===== config.mk =====
export PLATFORM = sky130hd
export DESIGN_NAME = reg_file_driver
export DESIGN_NICKNAME = d
export VERILOG_FILES = /design/src/rtl/reg_file_driver_pkg.sv /design/src/rtl/alu_16bit.sv /design/src/rtl/reg_file_driver.sv
export SDC_FILE = /design/constraint.sdc
export NUM_CORES = 1
export LEC_CHECK = 0
export ABC_AREA = 1
export CORE_MARGIN = 8
export CORE_UTILIZATION = 54
export DETAILED_ROUTE_END_ITERATION = 8
export GPL_TIMING_DRIVEN = 0
export PLACE_DENSITY = 0.93
export SYNTH_ARGS = -nofsm -noshare
export SYNTH_HDL_FRONTEND = slang
export SYNTH_SLANG_ARGS = --single-unit

===== constraint.sdc =====
create_clock -name clock -period 2.1 [get_ports clock]
set_input_delay 0.42 -clock clock [delete_from_list [all_inputs] [get_ports clock]]
set_output_delay 0.42 -clock clock [all_outputs]
set_load 0.02 [all_outputs]

===== src/rtl/reg_file_driver_pkg.sv =====
// Shared opcode and sequencer state encodings for the register-file driver and its ALU.
package reg_file_driver_pkg;

    localparam int unsigned DataW = 16;
    localparam int unsigned AddrW = 2;

    typedef enum logic [2:0] {
        OpAdd  = 3'b000,
        OpSub  = 3'b001,
        OpAnd  = 3'b010,
        OpOr   = 3'b011,
        OpSlt  = 3'b100,
        OpAddi = 3'b101,
        OpNor  = 3'b110,
        OpNop  = 3'b111
    } alu_op_e;

    typedef enum logic [1:0] {
        StIdle,
        StRead,
        StExec,
        StWrite
    } state_e;

endpackage


===== src/rtl/alu_16bit.sv =====
// Combinational ALU: wrapping two's-complement arithmetic, logic ops and signed compare.
module alu_16bit
    import reg_file_driver_pkg::*;
#(
    parameter int unsigned DATA_W = DataW
) (
    input  logic [DATA_W-1:0] a,
    input  logic [DATA_W-1:0] b,
    input  alu_op_e           op,
    output logic [DATA_W-1:0] y,
    output logic              ovf
);

    logic [DATA_W-1:0] sum;
    logic [DATA_W-1:0] diff;
    logic              a_neg;
    logic              b_neg;

    assign sum   = a + b;
    assign diff  = a - b;
    assign a_neg = a[DATA_W-1];
    assign b_neg = b[DATA_W-1];

    always_comb begin
        y   = '0;
        ovf = 1'b0;
        unique case (op)
            OpAdd, OpAddi: begin
                y   = sum;
                // Like-signed operands producing an opposite-signed sum.
                ovf = (a_neg == b_neg) && (sum[DATA_W-1] != a_neg);
            end
            OpSub: begin
                y   = diff;
                ovf = (a_neg != b_neg) && (diff[DATA_W-1] != a_neg);
            end
            OpAnd: y = a & b;
            OpOr:  y = a | b;
            OpSlt: y = {{(DATA_W-1){1'b0}}, ($signed(a) < $signed(b))};
            OpNor: y = ~(a | b);
            OpNop: y = '0;
            default: y = '0;
        endcase
    end

endmodule


===== src/rtl/reg_file_driver.sv =====
// Sequencer that reads two registers, runs one ALU op and writes the result back.
// One command per four cycles: IDLE -> READ -> EXEC -> WRITE.
module reg_file_driver
    import reg_file_driver_pkg::*;
#(
    parameter int unsigned DATA_W = DataW,
    parameter int unsigned ADDR_W = AddrW
) (
    input  logic              clock,
    input  logic              reset,
    input  logic              cmd_valid,
    output logic              cmd_ready,
    input  logic [2:0]        cmd_op,
    input  logic [ADDR_W-1:0] cmd_rs,
    input  logic [ADDR_W-1:0] cmd_rt,
    input  logic [ADDR_W-1:0] cmd_rd,
    input  logic [DATA_W-1:0] cmd_imm,
    output logic [ADDR_W-1:0] rr1,
    output logic [ADDR_W-1:0] rr2,
    input  logic [DATA_W-1:0] rd1,
    input  logic [DATA_W-1:0] rd2,
    output logic [ADDR_W-1:0] wr,
    output logic [DATA_W-1:0] wd,
    output logic              regwrite,
    output logic [DATA_W-1:0] result,
    output logic              overflow,
    output logic              done
);

    state_e            state_q;
    alu_op_e           op_q;
    logic [ADDR_W-1:0] rs_q;
    logic [ADDR_W-1:0] rt_q;
    logic [ADDR_W-1:0] rd_q;
    logic [DATA_W-1:0] imm_q;
    logic [DATA_W-1:0] a_q;
    logic [DATA_W-1:0] b_q;
    logic [DATA_W-1:0] result_q;
    logic              ovf_q;
    logic              done_q;
    logic [DATA_W-1:0] alu_y;
    logic              alu_ovf;

    alu_16bit #(
        .DATA_W(DATA_W)
    ) u_alu (
        .a  (a_q),
        .b  (b_q),
        .op (op_q),
        .y  (alu_y),
        .ovf(alu_ovf)
    );

    always_ff @(posedge clock) begin
        if (reset) begin
            state_q  <= StIdle;
            op_q     <= OpNop;
            rs_q     <= '0;
            rt_q     <= '0;
            rd_q     <= '0;
            imm_q    <= '0;
            a_q      <= '0;
            b_q      <= '0;
            result_q <= '0;
            ovf_q    <= 1'b0;
            done_q   <= 1'b0;
        end else begin
            done_q <= 1'b0;
            unique case (state_q)
                StIdle: begin
                    if (cmd_valid) begin
                        op_q    <= alu_op_e'(cmd_op);
                        rs_q    <= cmd_rs;
                        rt_q    <= cmd_rt;
                        rd_q    <= cmd_rd;
                        imm_q   <= cmd_imm;
                        state_q <= StRead;
                    end
                end
                StRead: begin
                    a_q     <= rd1;
                    b_q     <= (op_q == OpAddi) ? imm_q : rd2;
                    state_q <= StExec;
                end
                StExec: begin
                    // NOP keeps the previous result but still clears overflow.
                    if (op_q != OpNop) begin
                        result_q <= alu_y;
                    end
                    ovf_q   <= alu_ovf;
                    done_q  <= 1'b1;
                    state_q <= StWrite;
                end
                StWrite: state_q <= StIdle;
                default: state_q <= StIdle;
            endcase
        end
    end

    assign cmd_ready = (state_q == StIdle);
    assign rr1       = rs_q;
    assign rr2       = rt_q;
    assign wr        = rd_q;
    assign wd        = result_q;
    assign result    = result_q;
    assign overflow  = ovf_q;
    // Reset gates the strobes so an abandoned WRITE cycle neither commits nor completes.
    assign done      = done_q & ~reset;
    assign regwrite  = (state_q == StWrite) & ~reset & (rd_q != '0) & (op_q != OpNop);

endmodule


==> summary.md <==
| Metric | Value |
|---|---|
| CTS tree | built |
| RSZ-0062 raised after global routing | yes |
| Total overflow reported by the global router | 0 |
| Cell-by-cell listing of the critical path | inv_1, ha_1, clkdlybuf4s50_1 |
| Register area share after synthesis | 26.36% |
| Final setup TNS | 0 ns |
| Number of warnings reported in the yosys synthesis log | 0 |
| Main area contributors after synthesis | sky130_fd_sc_hd__dfxtp_1 (26%), sky130_fd_sc_hd__nand2_1 (14%), sky130_fd_sc_hd__ha_1 (11%) |
| Die width | 120.1 µm |
| Relative slew slack | 61.18% |
| Power density normalized to cell area | 1469 nW/µm² |
| Minimum clock period | 2.013 ns |
| Path type of the worst setup path | flip-flop to output pin |
| Most frequent cells in the layout | sky130_fd_sc_hd__nand2_1 (211), sky130_fd_sc_hd__inv_1 (115), sky130_fd_sc_hd__clkdlybuf4s50_1 (99) |
| Antenna Violating Nets Remaining | 0 |
| Global-route wire length before repair | 28.86 mm |
| Startpoint types | flip-flop |
| Number of inserted diodes | 0 |
| Number of cell rows | 38 |
| Post-detail-place hpwl | 14.38 mm |
| Crit path capture type | output pin |
| Placed standard-cell area | 7024 µm² |
| CP max stage cell | sky130_fd_sc_hd__clkdlybuf4s50_1 |
| Setup clock skew after layout | 0.01786 ns |
| Number of vias per cell | 5.346 |
| Height of the die | 120.1 µm |
| Final instance count without filler cells | 1175 |
| Post-layout nets | 1144 |
| Number of antenna violations at the first check in global routing | 0 |
| Number of different library cells in the post-synthesis netlist | 37 |
| WL per Instance | 15.30 µm |
| Number of enable flip-flop cells after synthesis | 0 |
| Post-Place Cells | 1158 |
| Number of slew-limit violations in the final report | 0 |
| H-Tree Depth | 3 |
| Routability congestion estimate from global placement | 0.9555 |
| Avg Inst Size Synth | 6.370 µm² |
| FFs w/ async S/R, synth | 0% |
| Clock Latency Late Sink | 0.37 ns |
| Most used DFF post-synth | sky130_fd_sc_hd__dfxtp_1 |
| Area overhead of the layout relative to synthesis | 26.96% |
| Leakage power total | 3.427 nW |
| Final number of setup-violating endpoints | 0 |
| TritonCTS Sinks | 77 |
| Vias in the first global route | 6016 |
| Cell Area, Synth | 5848 µm² |
| Maximum clock frequency | 496.9 MHz |
| Total vias in the final route | 6281 |
| Finished Cell Area | 7425 µm² |
| CTS root buffer | sky130_fd_sc_hd__clkbuf_8 |
| Fin. Hold Viols | 0 |
| Number of port buffers | 100 |
| Total clock buffers created by CTS | 9 |
| Worst IR Drop VDD | 0.8012 mV |
| Detailed-route DRC error count | 0 |
| Data required, critical path | 1.68 ns |
| Most common cell after layout, fill and taps aside | sky130_fd_sc_hd__nand2_1 |
| Max Fanout on Critical Path | 3 |
| Mapped Cells | 918 |
| Result of the run | complete, no violations |
| Clock-pin slew on the worst setup and hold paths | 0.10 ns |
| Net count after synthesis | 1032 |
| Flip-flop and latch count after synthesis | 77 |
| GRT Util Overall | 24.49% |
| Share of the synthesized area in the top cell type | 26.36% |
| Class of the most critical hold timing path | input pin to flip-flop |
| Starting density of the core | 54.67% |
| CTS max path bufs | 2 |
| Core box area | 10700 µm² |
| First drt pass iteration count | 5 |
| Maximum number of pins on one net before global-route repair | 18 |
| Final period utilization | 95.84% |
| Overall die area | 14420 µm² |
| Ports placed on the boundary | 102 |
| Synth area leader | sky130_fd_sc_hd__dfxtp_1 |
| Share of cells above drive strength 1 | 13.82% |
| Starting DRT DRC Count | 416 |
| Max-cap violations | 0 |
| Final routed wirelength across all metal layers | 17.98 mm |
| Slew @ Worst Pin | 0.5823 ns |
| Peak per-stage delay on the critical path | 0.61 ns |
| Arrival time of the worst setup path | 1.59 ns |
-- logic make-up after synthesis --
kind of cell,count (synthesis),share of synthesized area (%)
AOI/OAI and AO/OA,169,16.80
xor gates and xnor gates,5,0.7488
adders and majority gates,54,11.81
buffers and inverters,193,14.27
DFF,77,26.36
and+or+nand+nor,420,30.02
-- flip-flops by register name, summed over array words and instances (netlist names) --
signal,cells
state_q,2
result,16
rr2,2
op_q,3
b_q,16
done_q,1
rr1,2
a_q,16
imm_q,16
wr,2
overflow,1
-- path summary, 6_finish.rpt --
check / from / to / slack (ns) / cells past startpoint
worst max-delay path: state_q[1]$_SDFFE_PP0P_ / cmd_ready / 0.09 / 3
worst max register to register: a_q[2]$_SDFFE_PP0N_ / result[15]$_SDFFE_PP0P_ / 0.09 / 14
worst min register to register: result[12]$_SDFFE_PP0P_ / result[12]$_SDFFE_PP0P_ / 0.48 / 2
worst min-delay path: reset / result[0]$_SDFFE_PP0P_ / 0.34 / 2
-- synthesized netlist by cell type (2+ instances only) --
cell	number
sky130_fd_sc_hd__inv_2	19
sky130_fd_sc_hd__nand3_1	71
sky130_fd_sc_hd__nand2_2	5
sky130_fd_sc_hd__nor2_2	5
sky130_fd_sc_hd__nor3_1	3
sky130_fd_sc_hd__nand4_1	8
sky130_fd_sc_hd__ha_1	52
sky130_fd_sc_hd__fa_1	2
sky130_fd_sc_hd__buf_1	2
sky130_fd_sc_hd__a31oi_1	2
sky130_fd_sc_hd__o221ai_1	2
sky130_fd_sc_hd__a21oi_2	5
sky130_fd_sc_hd__o22ai_1	3
sky130_fd_sc_hd__dfxtp_1	77
sky130_fd_sc_hd__o21ai_0	56
sky130_fd_sc_hd__a21oi_1	55
sky130_fd_sc_hd__nor2_1	102
sky130_fd_sc_hd__buf_4	24
sky130_fd_sc_hd__clkbuf_1	18
sky130_fd_sc_hd__nand3_2	4
sky130_fd_sc_hd__nand2_1	220
sky130_fd_sc_hd__o21bai_1	3
sky130_fd_sc_hd__o211ai_1	22
sky130_fd_sc_hd__o2111ai_1	2
sky130_fd_sc_hd__xor2_1	4
sky130_fd_sc_hd__inv_1	116
sky130_fd_sc_hd__a211oi_1	9
sky130_fd_sc_hd__clkinv_1	3
sky130_fd_sc_hd__buf_2	10
sky130_fd_sc_hd__o21ai_1	7
-- critical path: cells and delay by family, from the launching register on --
family	cells	cell delay, ns
buf+inv	2	0.71
fa+ha+maj	1	0.18
flops	1	0.34
-- power by group --
| part | total, W | internal [W] | switching (W) |
|---|---|---|---|
| sequential | 0.00234 | 0.00196 | 0.000383 |
| combinational | 0.00734 | 0.00262 | 0.00473 |
| clock | 0.00122 | 0.000591 | 0.000628 |
| total | 0.0109 | 0.00517 | 0.00574 |
-- per-layer routing --
metal	global-route usage (%)	vias to the layer above	part of all wire (%)
met1	29.49	2819	41
met3	4.979	32	8.4
met2	42.65	274	48
met5	0	-	0
li1	-	3156	-
met4	7.963	0	2.4
-- final cells by class --
class                      instances  area (µm²)
clock buffer                      10       137.6
buffer                            54       329.1
tap                              140       175.2
sequential                        77        1563
timing repair buffer             102        1015
inverter                         138       523.0
multi-input combinational        648        3613
fill                             910        3273
clock inverter                     6       68.82
-- stage by stage --
step	utilization (%)	hold WS, ns	worst slack (ns)	power (W)
2_1_floorplan	-	0.4554	0.3149	0.007199
6_report	69.40	0.3382	0.08736	0.01090
3_5_place_dp	65.66	0.4725	-0.4983	0.009053
5_1_grt	69.40	0.3567	-0.05952	0.01190
4_1_cts	67.68	0.3358	0.01223	0.01029
3_3_place_gp	65.66	0.4634	-0.4727	0.008886
-- timing repair --
item,CTS,global route
gates cloned,0,0
pin swaps,0,2
setup buffers,0,2
setup endpoints to repair,3,12
resized for setup,7,62
hold buffers,0,0
(Power assumes the default switching activity.)
